<file path="config.mk">
export PLATFORM = sky130hd
export DESIGN_NAME = rst_sequencer
export DESIGN_NICKNAME = d
export VERILOG_FILES = /design/src/rtl/rst_sequencer.sv
export SDC_FILE = /design/constraint.sdc
export NUM_CORES = 1
export LEC_CHECK = 0
export ABC_AREA = 0
export CAP_MARGIN = 20
export CORE_MARGIN = 2
export CORE_UTILIZATION = 50
export CTS_CLUSTER_DIAMETER = 120
export DETAILED_ROUTE_END_ITERATION = 6
export PLACE_DENSITY = 0.75
export SLEW_MARGIN = 20
export SYNTH_ARGS = -nofsm -noshare
export SYNTH_HDL_FRONTEND = slang
export SYNTH_SLANG_ARGS = --single-unit
</file>
<file path="constraint.sdc">
create_clock -name sys_clk -period 5.6 [get_ports sys_clk]
set_clock_uncertainty 0.2 [all_clocks]
set_input_delay 1.12 -clock sys_clk [delete_from_list [all_inputs] [get_ports sys_clk]]
set_output_delay 1.12 -clock sys_clk [all_outputs]
set_load 0.05 [all_outputs]
</file>
<file path="src/rtl/rst_sequencer.sv">
// Multi-domain reset sequencer: qualifies PLL lock with a hold time, then releases
// reset domains one at a time, re-asserting all of them on filtered lock loss or soft reset.
module rst_sequencer #(
    parameter int               N_RST       = 4,
    parameter int               HOLD_CYCLES = 65535,
    parameter int               STAGE_GAP   = 16,
    parameter int               LOCK_FILT   = 4,
    parameter logic [N_RST-1:0] RDY_MASK    = '0
) (
    input  logic             sys_clk,
    input  logic             sys_rst_n,
    input  logic             pll_lock,
    input  logic             idelay_rdy,
    input  logic             soft_rst,
    output logic [N_RST-1:0] rst_out,
    output logic             all_rdy,
    output logic [1:0]       seq_state,
    output logic [7:0]       lock_loss_cnt
);

    localparam int HOLD_W = (HOLD_CYCLES > 1) ? $clog2(HOLD_CYCLES) : 1;
    localparam int GAP_W  = (STAGE_GAP > 1) ? $clog2(STAGE_GAP) : 1;
    localparam int FILT_W = (LOCK_FILT > 1) ? $clog2(LOCK_FILT) : 1;
    localparam int IDX_W  = (N_RST > 1) ? $clog2(N_RST) : 1;

    localparam logic [HOLD_W-1:0] HOLD_LAST = HOLD_W'(HOLD_CYCLES - 1);
    localparam logic [GAP_W-1:0]  GAP_LAST  = GAP_W'(STAGE_GAP - 1);
    localparam logic [FILT_W-1:0] FILT_LAST = FILT_W'(LOCK_FILT - 1);
    localparam logic [IDX_W-1:0]  IDX_LAST  = IDX_W'(N_RST - 1);

    typedef enum logic [1:0] {
        WAIT_LOCK = 2'd0,
        HOLD      = 2'd1,
        RELEASE   = 2'd2,
        RUN       = 2'd3
    } state_t;

    // Bit 0 carries pll_lock, bit 1 carries idelay_rdy through identical 2-FF synchronisers.
    logic [1:0] async_in;
    logic [1:0] sync_vec;
    logic       lock_s;
    logic       rdy_s;

    assign async_in = {idelay_rdy, pll_lock};

    for (genvar gi = 0; gi < 2; gi++) begin : g_sync
        logic meta_reg;
        logic sync_reg;

        always_ff @(posedge sys_clk or negedge sys_rst_n) begin
            if (!sys_rst_n) begin
                meta_reg <= 1'b0;
                sync_reg <= 1'b0;
            end else begin
                meta_reg <= async_in[gi];
                sync_reg <= meta_reg;
            end
        end

        assign sync_vec[gi] = sync_reg;
    end

    assign lock_s = sync_vec[0];
    assign rdy_s  = sync_vec[1];

    state_t            state_reg,    state_next;
    logic [HOLD_W-1:0] hold_cnt_reg, hold_cnt_next;
    logic [GAP_W-1:0]  gap_cnt_reg,  gap_cnt_next;
    logic [FILT_W-1:0] filt_cnt_reg, filt_cnt_next;
    logic [IDX_W-1:0]  idx_reg,      idx_next;
    logic [N_RST-1:0]  rst_out_reg,  rst_out_next;
    logic              all_rdy_reg,  all_rdy_next;
    logic [7:0]        loss_cnt_reg, loss_cnt_next;
    logic              lock_lost;
    logic              soft_abort;

    always_ff @(posedge sys_clk or negedge sys_rst_n) begin
        if (!sys_rst_n) begin
            state_reg    <= WAIT_LOCK;
            hold_cnt_reg <= '0;
            gap_cnt_reg  <= '0;
            filt_cnt_reg <= '0;
            idx_reg      <= '0;
            rst_out_reg  <= '1;
            all_rdy_reg  <= 1'b0;
            loss_cnt_reg <= '0;
        end else begin
            state_reg    <= state_next;
            hold_cnt_reg <= hold_cnt_next;
            gap_cnt_reg  <= gap_cnt_next;
            filt_cnt_reg <= filt_cnt_next;
            idx_reg      <= idx_next;
            rst_out_reg  <= rst_out_next;
            all_rdy_reg  <= all_rdy_next;
            loss_cnt_reg <= loss_cnt_next;
        end
    end

    always_comb begin
        state_next    = state_reg;
        hold_cnt_next = hold_cnt_reg;
        gap_cnt_next  = gap_cnt_reg;
        filt_cnt_next = '0;
        idx_next      = idx_reg;
        rst_out_next  = rst_out_reg;
        all_rdy_next  = all_rdy_reg;
        loss_cnt_next = loss_cnt_reg;

        // Lock is only policed once domains start coming out of reset.
        lock_lost  = ((state_reg == RELEASE) || (state_reg == RUN)) &&
                     !lock_s && (filt_cnt_reg == FILT_LAST);
        soft_abort = soft_rst && (state_reg != WAIT_LOCK);

        if ((state_reg == RELEASE) || (state_reg == RUN)) begin
            filt_cnt_next = lock_s ? '0 : filt_cnt_reg + FILT_W'(1);
        end

        case (state_reg)
            WAIT_LOCK: begin
                rst_out_next = '1;
                all_rdy_next = 1'b0;
                if (lock_s) begin
                    state_next    = HOLD;
                    hold_cnt_next = '0;
                end
            end
            HOLD: begin
                hold_cnt_next = hold_cnt_reg + HOLD_W'(1);
                if (!lock_s) begin
                    state_next    = WAIT_LOCK;
                    hold_cnt_next = '0;
                end else if (hold_cnt_reg == HOLD_LAST) begin
                    state_next    = RELEASE;
                    hold_cnt_next = '0;
                    idx_next      = '0;
                    gap_cnt_next  = '0;
                end
            end
            RELEASE: begin
                if (gap_cnt_reg != GAP_LAST) begin
                    gap_cnt_next = gap_cnt_reg + GAP_W'(1);
                end else if (!RDY_MASK[idx_reg] || rdy_s) begin
                    rst_out_next[idx_reg] = 1'b0;
                    gap_cnt_next          = '0;
                    idx_next              = idx_reg + IDX_W'(1);
                    if (idx_reg == IDX_LAST) begin
                        state_next   = RUN;
                        all_rdy_next = 1'b1;
                    end
                end
            end
            default: begin
            end
        endcase

        if (lock_lost || soft_abort) begin
            state_next    = WAIT_LOCK;
            rst_out_next  = '1;
            all_rdy_next  = 1'b0;
            hold_cnt_next = '0;
            gap_cnt_next  = '0;
            filt_cnt_next = '0;
            idx_next      = '0;
        end

        if (lock_lost && (loss_cnt_reg != 8'hFF)) begin
            loss_cnt_next = loss_cnt_reg + 8'd1;
        end
    end

    assign rst_out       = rst_out_reg;
    assign all_rdy       = all_rdy_reg;
    assign seq_state     = state_reg;
    assign lock_loss_cnt = loss_cnt_reg;

endmodule

</file>
# ---- After elaboration in Yosys (flattened, before gate mapping)
# Cells that the tools add are included.
dict set report word_totals {
  output_inout_bits 15
  input_bits 5
  reg_bits 43
  word_cells 100
}
dict set report op_classes {
  n_bitwise 2
  n_mux 41
  n_lt_le_gt_ge 2
  n_reduce_logical 22
  n_eq_ne 16
  addsub 5
}
# cell n
set op_table {}
lappend op_table {{$mux 16} 4}
lappend op_table {{$mux 4} 8}
lappend op_table {{$pmux 16 s2} 1}
lappend op_table {{$mux 2} 15}
lappend op_table {{$add 16x1->16 const B} 1}
lappend op_table {{$eq 16x16->1 const B} 1}
lappend op_table {{$pmux 4 s2} 2}
lappend op_table {{$ne 3x3->1 const B} 3}
lappend op_table {{$reduce_bool 3->1} 3}
lappend op_table {{$add 8x1->8 const B} 1}
lappend op_table {{$eq 2x2->1 const B} 4}
lappend op_table {{$ne 4x4->1 const B} 2}
lappend op_table {{$ne 8x8->1 const B} 1}
lappend op_table {{$reduce_and 4->1} 2}
lappend op_table {{$mux 1} 6}
lappend op_table {{$ne 3x1->1 const B} 2}
lappend op_table {{$pmux 2 s3} 1}
lappend op_table {{$reduce_and 6->1} 1}
lappend op_table {{$logic_and 1x1->1} 5}
lappend op_table {{$reduce_and 5->1} 1}
lappend op_table {{$add 2x1->2 const B} 2}
lappend op_table {{$add 4x1->4 const B} 1}
lappend op_table {{$and 4x4->4} 1}
lappend op_table {{$ne 4x1->1 const B} 1}
lappend op_table {{16 further kinds} 19}

# ---- Logic depth before layout (Yosys ltp)
# Gate-level depths: netlist (run 1).
dict set report depth {
  ltp_word 10
  mapped_depth 9
  ltp_nobuf 7
}

# ---- Least setup slack after synthesis (run 1)
# No wires, ideal clock.
dict set report synth_timing {
  path_kind {register to register}
  from {register state_reg[0], in the netlist seq_state[0]}
  to {register idx_reg[1]}
  path_buffers 1
  stages_incl_launch_ff 9
  required_time_ns 5.279
  arrival_ns 2.067
  setup_time_ns 0.121
  synth_period_minus_slack_ns 2.388
  slack_ns 3.212
  path_cell_list {dfrtp_1 inv_1 ha_1 nor2_1 o21ai_1 o22ai_1 buf_2 nor3_1 o2bb2ai_1}
}
dict set report synth_via {
  elab_chain_len 7
  word_cells_on_any_way 17
  cone_classes {eq/ne: 7; mux: 2; reduce/logical: 8}
}
# element line_no
set synth_lines {}
lappend synth_lines {{start, declared} 66} ;# state_t state_reg, state_next;
lappend synth_lines {{start signal, assigned} 88} ;# state_reg <= state_next;
lappend synth_lines {{$eq 2x2->1, on equally long branches} {110, 118}}
lappend synth_lines {{$logic_or 1x1->1} 110} ;# lock_lost = ((state_reg == RELEASE) || (state_reg == RUN)) &&
lappend synth_lines {{$logic_and 1x1->1} 110}
lappend synth_lines {{$logic_and 1x1->1} 111} ;# !lock_s && (filt_cnt_reg == FILT_LAST);
lappend synth_lines {{$logic_or 1x1->1} 156} ;# if (lock_lost || soft_abort) begin
lappend synth_lines {{$ne 3x3->1 (no source line) (tied with other cells)} n/a}
lappend synth_lines {{$reduce_and 5->1 (no source line)} n/a}
lappend synth_lines {{end signal, assigned} 92} ;# idx_reg <= idx_next;
lappend synth_lines {{end, declared} 70} ;# logic [IDX_W-1:0] idx_reg, idx_next;
# Parallel ways exist; a longest one is shown, timed or not.
# A chain may end at the register's enable or synchronous reset.

# ---- Worst setup path in the final report (run 1)
dict set report layout_timing {
  from {input soft_rst}
  to {register hold_cnt_reg[6]}
}
dict set report layout_via {
  elab_chain_len 4
  word_cells_on_any_way 6
  cone_classes {eq/ne: 1; mux: 1; reduce/logical: 4}
}
# element line_no
set layout_lines {}
lappend layout_lines {{start, declared} 14} ;# input logic soft_rst,
lappend layout_lines {{$logic_and 1x1->1 (*)} 112} ;# soft_abort = soft_rst && (state_reg != WAIT_LOCK);
lappend layout_lines {{$logic_or 1x1->1 (*)} 156}
lappend layout_lines {{$ne 3x3->1 (no source line) / $reduce_bool 3->1 (equally long branches)} n/a}
lappend layout_lines {{$reduce_and 2->1 (no source line)} n/a}
lappend layout_lines {{end signal, assigned} 89} ;# hold_cnt_reg <= hold_cnt_next;
lappend layout_lines {{end, declared} 67} ;# logic [HOLD_W-1:0] hold_cnt_reg, hold_cnt_next;
# Mark *: on every way between the ends. The rest lies on a longest branch, timed or not.

==> summary.txt, run 1 <==
Synthesis
  • Syn Nets: 237
  • Ys Warns: 0
  • Distinct cells, synth: 44
  • Post-Syn Area: 2160 um2
  • Asr flop ratio synth: 100%
  • Commonest cells post-synth: 37 x dfrtp_1, 24 x nand2_1, 16 x nor2_1
  • Most frequent cell after synthesis: dfrtp_1
  • Post-synth top flop: dfrtp_1
  • Cell count after synthesis: 219
  • Yosys reg bits: 41
  • Area leader, netlist: dfrtp_1
  • Post-synthesis sequential area ratio: 47.7%
  • Area share of the largest cell type after synthesis: 42.9%
  • Avg Cell Area, Syn: 9.86 um2
  • Top cells by area, synth: dfrtp_1 43%, ha_1 7.5%, dfstp_2 4.9%
  • EDFF count, synth: 0

Worst setup path
  • Kind of critical path: in2reg
  • Slowest cell on crit path: nor2_2
  • Critical Path RT: 5.61 ns
  • Critical Path Max Stage Delay: 0.64 ns
  • CP Capture Type: register
  • Critical-path cell list: clkdlybuf4s50_1, nand2b_1, nand3_1, nor2_2, o21ai_0, a31oi_1
  • Crit Path Max Fanout: 20
  • Worst setup SP type: input port
  • CP delay by family, top: simple AND/OR/NAND/NOR gates
  • Buffers & Inverters on Critical Path: 1
  • Crit path DAT: 3.07 ns
  • R2R Setup Slk: 2.97 ns

Power
  • P per Cell Area: 328 nW/um2
  • IR drop worst, VDD: 0.167 mV
  • Pleak: 1.03 nW

Global routing
  • Antenna violations before repair: 0
  • Total GRT Usage: 18.2%
  • Largest net degree at the start of global routing: 42
  • First-pass GRT wire length: 7.15 mm
  • Total gr overflow: 0
  • Vias in the first global route: 1541

Timing
  • Slew Limit Fails: 0
  • Final setup margin: 2.54 ns
  • Fmax: 327 MHz
  • Hold Violations, Final: 0
  • Final Cycle Share: 54.6%
  • Fin crit period: 3.06 ns
  • Worst-margin pin slew: 0.878 ns
  • Worst rel slew slack: 41.5%
  • Final setup violation count: 0
  • RSZ-0062 raised after global routing: false
  • Setup TNS: 0 ns

Clocking
  • Clock buffer depth: 2
  • Clock sink count: 41
  • Clock-pin slew on the worst setup and hold paths: 0.08 ns
  • Cts repair resizes: 0
  • Hold-fix buffers, CTS: 0
  • CTS H-tree depth: 2
  • Worst-Skew Late Latency: 0.29 ns
  • Setup bufs post-CTS: 0
  • Root Driver: clkbuf_8
  • CTS tree: yes
  • CTS buffer count: 5

Place
  • Final Wtd Congestion: 0.762
  • Placed wire-length estimate: 2.95 mm
  • Pre-CTS setup slack: 2.28 ns
  • IO buf count: 18

Floorplan
  • Number of I/O pins: 20
  • Die height: 69.7 um
  • Width of the die: 69.7 um
  • Die ar.: 4860 um2
  • Row count: 23
  • Core ar.: 4090 um2
  • Initial core utilization: 52.8%

Finish
  • Fin nets: 259
  • Max FFs per register: 16
  • Final core occ: 60.2%
  • Layout cells sized above 1: 7.85%
  • N_diodes: 0
  • Layout overhead on the synthesized area: 13.8%

Min path
  • Hold Crit Class: reg2reg

Run
  • Max_cap viols: 0

Run status
  • Outcome: finished clean

Detailed routing
  • Routed vias: 1715
  • Per-cell routed wire length: 14.2 um
  • Initial DRT Pass Iterations: 5
  • Total wire length: 4.13 mm
  • Post-route DRC violation count: 0
  • DRT antenna net count: 0
  • Vias/cell: 5.87
  • Drt first-iter violations: 73
[path summary, 6_finish.rpt]
| check | from | endpoint | cells past startpoint |
|---|---|---|---|
| hold / removal | g_sync[0].meta_reg | g_sync[0].sync_reg | 0 |
| hold reg to reg | g_sync[0].meta_reg | g_sync[0].sync_reg | 0 |
| setup reg to reg | seq_state[0] | gap_cnt_reg[0] | 7 |
| min in group asynchronous | sys_rst_n | gap_cnt_reg[2] | 1 |
| max in group asynchronous | sys_rst_n | lock_loss_cnt[2] | 1 |
| setup / recovery | soft_rst | hold_cnt_reg[6] | 6 |
[routing by layer]
metal	share of wire (%)	track usage (%)
met1	48	25.1
met2	47	29.3
met3	3.3	4.80
met4	0.92	3.85
met5	0	0
[where the power goes]
part	internal, mW	leakage (nW)	total [mW]	switching [mW]
logic	0.0868	0.436	0.280	0.193
clock network	0.0860	0.0439	0.188	0.102
registers	0.318	0.551	0.338	0.0201
total	0.491	1.03	0.806	0.316
[through the flow]
step / total power, mW / hold WS (ns) / cells / area (um2)
final: 0.806 / 0.153 / 292 / 2460
after global routing: 0.862 / 0.177 / 292 / 2460
after CTS: 0.813 / 0.156 / 292 / 2460
after detailed placement: 0.622 / 0.138 / 284 / 2370
after global placement: 0.620 / 0.138 / 284 / 2370
after floorplan: 0.559 / 0.131 / 219 / 2160
[cell usage in the layout, fill, tap and decap left out, types with 3 or more instances in the layout]
| cell | n |
|---|---|
| a21o_1 | 5 |
| a21oi_1 | 8 |
| a31oi_1 | 12 |
| and3_1 | 5 |
| clkbuf_8 | 5 |
| clkdlybuf4s50_1 | 17 |
| dfrtp_1 | 37 |
| dfstp_2 | 4 |
| ha_1 | 13 |
| inv_1 | 8 |
| mux2i_1 | 3 |
| nand2_1 | 24 |
| nand2b_1 | 3 |
| nand3_1 | 10 |
| nand4_1 | 9 |
| nor2_1 | 15 |
| nor3_1 | 4 |
| o21ai_0 | 6 |
| o21ai_1 | 10 |
| or2_0 | 3 |
| xnor2_1 | 6 |
[cell families after synthesis]
kind of cell | share of synthesized area, %
xor gates and xnor gates | 2.84
muxes | 1.91
AOI/OAI and AO/OA | 15.5
adders and majority gates | 7.53
buffers and inverters | 2.66
DFF | 47.7
and+or+nand+nor | 21.8
[layout make-up]
type	instances	area (um2)
Clock inverter	3	17.5
Clock buffer	5	68.8
Inverter	8	30.0
Timing Repair Buffer	18	175
Tap cell	50	62.6
Sequential cell	41	1030
Fill cell	369	1630
Multi-Input combinational cell	167	1070
Power figures use the tool's default switching activity.
==> inputs of run 2 (changes only) <==
--- a/config.mk
+++ b/config.mk
@@ -11,7 +11,7 @@
 export CORE_UTILIZATION = 50
 export CTS_CLUSTER_DIAMETER = 120
 export DETAILED_ROUTE_END_ITERATION = 6
-export PLACE_DENSITY = 0.75
+export PLACE_DENSITY = 0.78
 export SLEW_MARGIN = 20
 export SYNTH_ARGS = -nofsm -noshare
 export SYNTH_HDL_FRONTEND = slang
==> constraint.sdc (replaced) <==
create_clock -name sys_clk -period 2.7 [get_ports sys_clk]
set_clock_uncertainty 0.2 [all_clocks]
set_input_delay 0.54 -clock sys_clk [delete_from_list [all_inputs] [get_ports sys_clk]]
set_output_delay 0.54 -clock sys_clk [all_outputs]
set_load 0.05 [all_outputs]
==> run 2 against run 1 <==
  * Hold slack gained 0.0029 ns
  * Highest routed layer unchanged
  * Via count shrank 2.2%
  * Critical path type is now reg2reg
  * Register-to-register slack lost 2.7 ns
  * Sequential share of layout area shrank 0.71 points
  * First-iteration DRC count shrank 11%
  * Cell count grew 2.1%
  * Power grew 110%
  * Global-route usage grew 0.85 points
  * Clock power grew 100%
  * Critical path depth grew 1
==> summary.txt, run 2 (synthesis gave the netlist of run 1 again) <==
Power
  • Clock share of power: 22.6% (was 23.3%)
  • Seq pwr share: 41.1% (was 41.9%)
  • Internal Power: 1.05 mW (was 0.491 mW)
  • P per Cell Area: 681 nW/um2 (was 328 nW/um2)
  • IR drop worst, VDD: 0.362 mV (was 0.167 mV)
  • Pleak: 1.06 nW (was 1.03 nW)
  • Net Sw Frac: 38.1% (was 39.1%)
  • P_sw: 0.650 mW (was 0.316 mW)
  • Logic pwr share: 36.3% (was 34.7%)

Global routing
  • Total GRT Usage: 19.1% (was 18.2%)
  • Total gr overflow: 0 (unchanged)
  • Largest net degree at the start of global routing: 42 (unchanged)
  • First-pass GRT wire length: 7.45 mm (was 7.15 mm)
  • Vias in the first global route: 1588 (was 1541)
  • Antenna violations before repair: 0 (unchanged)

Worst setup path
  • Critical Path RT: 2.69 ns (was 5.61 ns)
  • Reg2Reg Depth: 7 (unchanged)
  • Kind of critical path: reg2reg (was in2reg)
  • Worst setup SP type: register (was input port)
  • CP startpoint: seq_state[0] (was soft_rst)
  • Crit Path Max Fanout: 12 (was 20)
  • Worst r2r src: seq_state[0] (unchanged)
  • Crit path DAT: 2.45 ns (was 3.07 ns)
  • CP Capture Type: register (unchanged)

Place
  • IO buf count: 18 (unchanged)
  • Final Wtd Congestion: 0.886 (was 0.762)
  • Placed wire-length estimate: 2.94 mm (was 2.95 mm)
  • Dpl cells: 290 (was 284)

Run status
  • Outcome: finished clean (unchanged)

Floorplan
  • Number of I/O pins: 20 (unchanged)
  • Width of the die: 69.7 um (unchanged)
  • Core ar.: 4090 um2 (unchanged)
  • Die ar.: 4860 um2 (unchanged)
  • Initial core utilization: 52.8% (unchanged)
  • Die height: 69.7 um (unchanged)
  • Row count: 23 (unchanged)

Detailed routing
  • Initial DRT Pass Iterations: 4 (was 5)
  • Drt first-iter violations: 65 (was 73)
  • Per-cell routed wire length: 13.7 um (was 14.2 um)
  • Routed vias: 1678 (was 1715)
  • Post-route DRC violation count: 0 (unchanged)
  • Vias/cell: 5.63 (was 5.87)
  • DRT antenna net count: 0 (unchanged)
  • Total wire length: 4.08 mm (was 4.13 mm)

Finish
  • Fillers: 372 (was 369)
  • Max FFs per register: 16 (unchanged)
  • Layout overhead on the synthesized area: 15.8% (was 13.8%)
  • Commonest non-fill, non-tap cells in the layout: 37 x dfrtp_1, 24 x nand2_1, 17 x clkdlybuf4s50_1 (unchanged)
  • Fin nets: 265 (was 259)
  • N_diodes: 0 (unchanged)
  • Layout cells sized above 1: 9.68% (was 7.85%)
  • Final cell count without fillers: 298 (was 292)
  • Leading cell type in the layout, fill and taps excluded: dfrtp_1 (unchanged)

Clocking
  • Hold-fix buffers, CTS: 0 (unchanged)
  • Worst-Skew Late Latency: 0.29 ns (about the same)
  • Clock buffer depth: 2 (unchanged)
  • CTS buffer count: 5 (unchanged)
  • Clock sink count: 41 (unchanged)
  • Clock-pin slew on the worst setup and hold paths: 0.07 ns (was 0.08 ns)
  • Setup bufs post-CTS: 0 (unchanged)
  • CTS tree: yes (unchanged)
  • Root Driver: clkbuf_8 (unchanged)
  • CTS H-tree depth: 2 (unchanged)
  • Cts repair resizes: 0 (unchanged)

Run
  • Max_cap viols: 0 (unchanged)

Timing
  • RSZ-0062 raised after global routing: false (unchanged)
  • Final setup violation count: 0 (unchanged)
  • Fmax: 406 MHz
  • Hold Violations, Final: 0 (unchanged)
  • Slew Limit Fails: 0 (unchanged)
  • Worst-margin pin slew: 0.862 ns (was 0.878 ns)
  • Final Cycle Share: 91.1%
  • Fin crit period: 2.46 ns
  • Setup TNS: 0 ns (unchanged)
  • Worst rel slew slack: 42.5% (was 41.5%)

Min path
  • Hold Crit Class: in2async (was reg2reg)
[run 2: layout make-up]
type | instances | area (um2) | area share [%]
well taps | 50 | 62.6 | 2.50
inverters | 8 | 30.0 | 1.20
multi-input cells | 167 | 1070 | 42.8
clock buffers | 5 | 68.8 | 2.75
clock inverters | 3 | 17.5 | 0.700
repair buffers | 24 | 220 | 8.80
flip-flops and latches | 41 | 1030 | 41.2
[run 2: worst paths after layout]
| path | to | slack, ns |
|---|---|---|
| worst max register to register | gap_cnt_reg[0] | 0.24 |
| worst min register to register | g_sync[0].sync_reg | 0.16 |
| min in group sys_clk | g_sync[0].sync_reg | 0.16 |
| worst max-delay path | gap_cnt_reg[0] | 0.24 |
| worst min-delay path | gap_cnt_reg[2] | 0.16 |
| max in group asynchronous | lock_loss_cnt[0] | 1.61 |
[run 2: power groups by stage]
stage / Sequential [mW] / Clock (mW) / Combinational [mW]
4_1_cts: 0.701 / 0.405 / 0.623
3_5_place_dp: 0.713 / 0 / 0.620
5_1_grt: 0.710 / 0.432 / 0.691
3_3_place_gp: 0.712 / 0 / 0.614
2_1_floorplan: 0.772 / 0 / 0.387
6_report: 0.700 / 0.385 / 0.619
[run 2: critical path, stage by stage (launching register included)]
cell and delay [ns]:
dfrtp_1 0.39, inv_1 0.09, ha_1 0.28, nor2_1 0.31, o211ai_1 0.15, o22ai_1 0.65, nor3_1 0.09, a21o_1 0.18
[run 2: metrics by stage]
step	power, mW	hold WS (ns)	worst slack (ns)	area [um2]	utilization [%]
final	1.70	0.156	0.239	2500	61.2
after global routing	1.83	0.173	0.0353	2500	61.2
after CTS	1.73	0.163	0.214	2500	61.2
after detailed placement	1.33	0.145	0.110	2410	59.1
after global placement	1.33	0.134	0.183	2410	59.1
after floorplan	1.16	0.0444	0.312	2160	-
[run 2: per-layer routing]
layer  share of wire (%)  vias to the layer above  GRT usage, %
met3                 2.5                        9          4.36
met2                  47                       15          29.9
met5                   0                        -             0
li1                    -                      861             -
met1                  48                      793          25.6
met4                 2.1                        0          7.91
==> inputs of run 3 (changes only) <==
--- a/config.mk
+++ b/config.mk
@@ -6,7 +6,6 @@
 export NUM_CORES = 1
 export LEC_CHECK = 0
 export ABC_AREA = 0
-export CAP_MARGIN = 20
 export CORE_MARGIN = 2
 export CORE_UTILIZATION = 50
 export CTS_CLUSTER_DIAMETER = 120
==> constraint.sdc (replaced) <==
create_clock -name sys_clk -period 2.7 [get_ports sys_clk]
set_clock_uncertainty 0.2 [all_clocks]
set_input_delay 0.54 -clock sys_clk [delete_from_list [all_inputs] [get_ports sys_clk]]
set_output_delay 0.54 -clock sys_clk [all_outputs]
set_load 0.1 [all_outputs]
==> run 3 against run 2 <==
  * Register-to-register slack better by 0.12 ns
  * Combinational power is 16% higher
  * Clock power is 2% lower
  * Global-route usage is 1.1 points lower
  * Critical path depth is 1 lower
  * Sequential cell count stayed put
  * Largest cell class unchanged
  * Hold slack worse by 0.0061 ns
  * Via count is 3.3% higher
  * Power is 5.5% higher
  * Highest routed layer unchanged
  * Sequential power is 0.7% higher
==> summary.txt, run 3 (synthesis gave the netlist of run 1 again) <==
Floorplan
  • Die height: 69.7 um (unchanged)
  • Row count: 23 (unchanged)
  • Core ar.: 4090 um2 (unchanged)
  • Die ar.: 4860 um2 (unchanged)
  • Number of I/O pins: 20 (unchanged)
  • Width of the die: 69.7 um (unchanged)
  • Initial core utilization: 52.8% (unchanged)

Place
  • IO buf count: 18 (unchanged)
  • Final Wtd Congestion: 0.843 (was 0.886)
  • Placed wire-length estimate: 3.07 mm (was 2.94 mm)

Timing
  • RSZ-0062 raised after global routing: false (unchanged)
  • Final Cycle Share: 86.7% (was 91.1%)
  • Setup TNS: 0 ns (unchanged)
  • Fin crit period: 2.34 ns (was 2.46 ns)
  • Hold Violations, Final: 0 (unchanged)
  • Worst-margin pin slew: 0.483 ns (was 0.862 ns)
  • Slew Limit Fails: 0 (unchanged)
  • Fmax: 427 MHz (was 406 MHz)
  • Final setup violation count: 0 (unchanged)
  • Worst rel slew slack: 67.8% (was 42.5%)

Clocking
  • Worst-Skew Late Latency: 0.29 ns (about the same)
  • CTS tree: yes (unchanged)
  • Setup bufs post-CTS: 0 (unchanged)
  • Clock sink count: 41 (unchanged)
  • CTS buffer count: 5 (unchanged)
  • Clock-pin slew on the worst setup and hold paths: 0.08 ns (was 0.07 ns)
  • Root Driver: clkbuf_8 (unchanged)
  • CTS H-tree depth: 2 (unchanged)
  • Clock buffer depth: 2 (unchanged)

Worst setup path
  • Critical Path RT: 2.67 ns (was 2.69 ns)
  • Crit Path Max Fanout: 8 (was 12)
  • CP Capture Type: register (unchanged)
  • Kind of critical path: reg2reg (unchanged)
  • Worst setup SP type: register (unchanged)
  • Crit path DAT: 2.31 ns (was 2.45 ns)
  • CP startpoint: seq_state[0] (unchanged)
  • Worst r2r src: seq_state[0] (unchanged)

Global routing
  • Total GRT Usage: 18.0% (was 19.1%)
  • Vias in the first global route: 1592 (was 1588)
  • Antenna violations before repair: 0 (unchanged)
  • Largest net degree at the start of global routing: 26 (was 42)
  • Total gr overflow: 0 (unchanged)
  • First-pass GRT wire length: 7.14 mm (was 7.45 mm)

Power
  • Power consumption: 1.80 mW (was 1.70 mW)
  • Pleak: 1.09 nW (was 1.06 nW)
  • P per Cell Area: 721 nW/um2 (was 681 nW/um2)
  • IR drop worst, VDD: 0.359 mV (was 0.362 mV)

Finish
  • Layout overhead on the synthesized area: 15.5% (was 15.8%)
  • Max FFs per register: 16 (unchanged)
  • N_diodes: 0 (unchanged)
  • Fin nets: 267 (was 265)
  • Layout cells sized above 1: 15.6% (was 9.68%)
  • Leading cell type in the layout, fill and taps excluded: dfrtp_1 (unchanged)
  • Commonest non-fill, non-tap cells in the layout: 36 x dfrtp_1, 24 x nand2_1, 21 x buf_4 (was 37 x dfrtp_1, 24 x nand2_1, 17 x clkdlybuf4s50_1)
  • Fillers: 354 (was 372)

Detailed routing
  • Drt first-iter violations: 100 (was 65)
  • Max layer used: met4 (unchanged)
  • Initial DRT Pass Iterations: 4 (unchanged)
  • Vias/cell: 5.78 (was 5.63)
  • Routed length on met3: 175 um (was 101 um)
  • Met1 wire length: 1.91 mm (was 1.96 mm)
  • Routed vias: 1733 (was 1678)
  • DRT antenna net count: 0 (unchanged)
  • Per-cell routed wire length: 13.7 um (about the same)
  • Total wire length: 4.12 mm (was 4.08 mm)
  • Met2 wire length: 1.97 mm (was 1.94 mm)
  • Post-route DRC violation count: 0 (unchanged)

Run
  • Max_cap viols: 0 (unchanged)

Min path
  • Hold Crit Class: reg2reg (was in2async)
  • Hold_sp: g_sync[0].meta_reg

Run status
  • Outcome: finished clean (unchanged)
[run 3: what timing repair did]
item | in CTS | in global routing
hold endpoints to repair | 16 | 0
gates resized for setup | 0 | 1
hold buffers | 1 | 0
endpoints found under the setup margin | 0 | 1
[run 3: power breakdown]
| group | total (mW) | leakage, nW | internal, mW | switching (mW) |
|---|---|---|---|---|
| registers | 0.705 | 0.550 | 0.661 | 0.0445 |
| clock network | 0.378 | 0.0395 | 0.184 | 0.195 |
| logic | 0.715 | 0.502 | 0.230 | 0.484 |
| total | 1.80 | 1.09 | 1.07 | 0.723 |
[run 3: worst paths after layout]
path | end | slack [ns] | cells past startpoint
worst min register to register | g_sync[0].sync_reg | 0.15 | 0
max in group asynchronous | rst_out[0] | 1.11 | 3
worst min-delay path | g_sync[0].sync_reg | 0.15 | 0
min in group asynchronous | gap_cnt_reg[1] | 0.50 | 2
worst max-delay path | lock_loss_cnt[1] | 0.36 | 6
worst max register to register | lock_loss_cnt[1] | 0.36 | 6
[run 3: critical path, stage by stage (launching register included)]
cell and delay (ns):
dfrtp_2 0.44, inv_1 0.11, ha_1 0.29, nor2_1 0.14
or2_0 0.30, a31oi_2 0.38, mux2_1 0.36
[run 3: per-stage QoR]
| stage | util (%) | setup WS (ns) | instance area (um2) | hold slack [ns] | std cells |
|---|---|---|---|---|---|
| 6_report | 61.1 | 0.359 | 2490 | 0.149 | 300 |
| 5_1_grt | 61.1 | 0.220 | 2490 | 0.155 | 300 |
| 4_1_cts | 60.9 | 0.237 | 2490 | 0.152 | 300 |
| 3_5_place_dp | 58.7 | 0.132 | 2400 | 0.136 | 291 |
| 2_1_floorplan | - | 0.0327 | 2160 | 0.0444 | 219 |
| 3_3_place_gp | 58.7 | 0.176 | 2400 | 0.133 | 291 |
[run 3: cell type report]
| type | instances | area (um2) | area share [%] |
|---|---|---|---|
| inverter | 8 | 30.0 | 1.20 |
| clock buffer | 8 | 80.1 | 3.21 |
| timing repair buffer | 26 | 213 | 8.53 |
| tap | 50 | 62.6 | 2.51 |
| multi-input combinational | 167 | 1080 | 43.2 |
| sequential | 41 | 1030 | 41.4 |
[run 3: routing by layer]
metal  GRT usage [%]  vias up
met3            4.36        7
li1                -      866
met1            24.2      829
met4            5.56        0
met5               0        -
met2            29.0       31
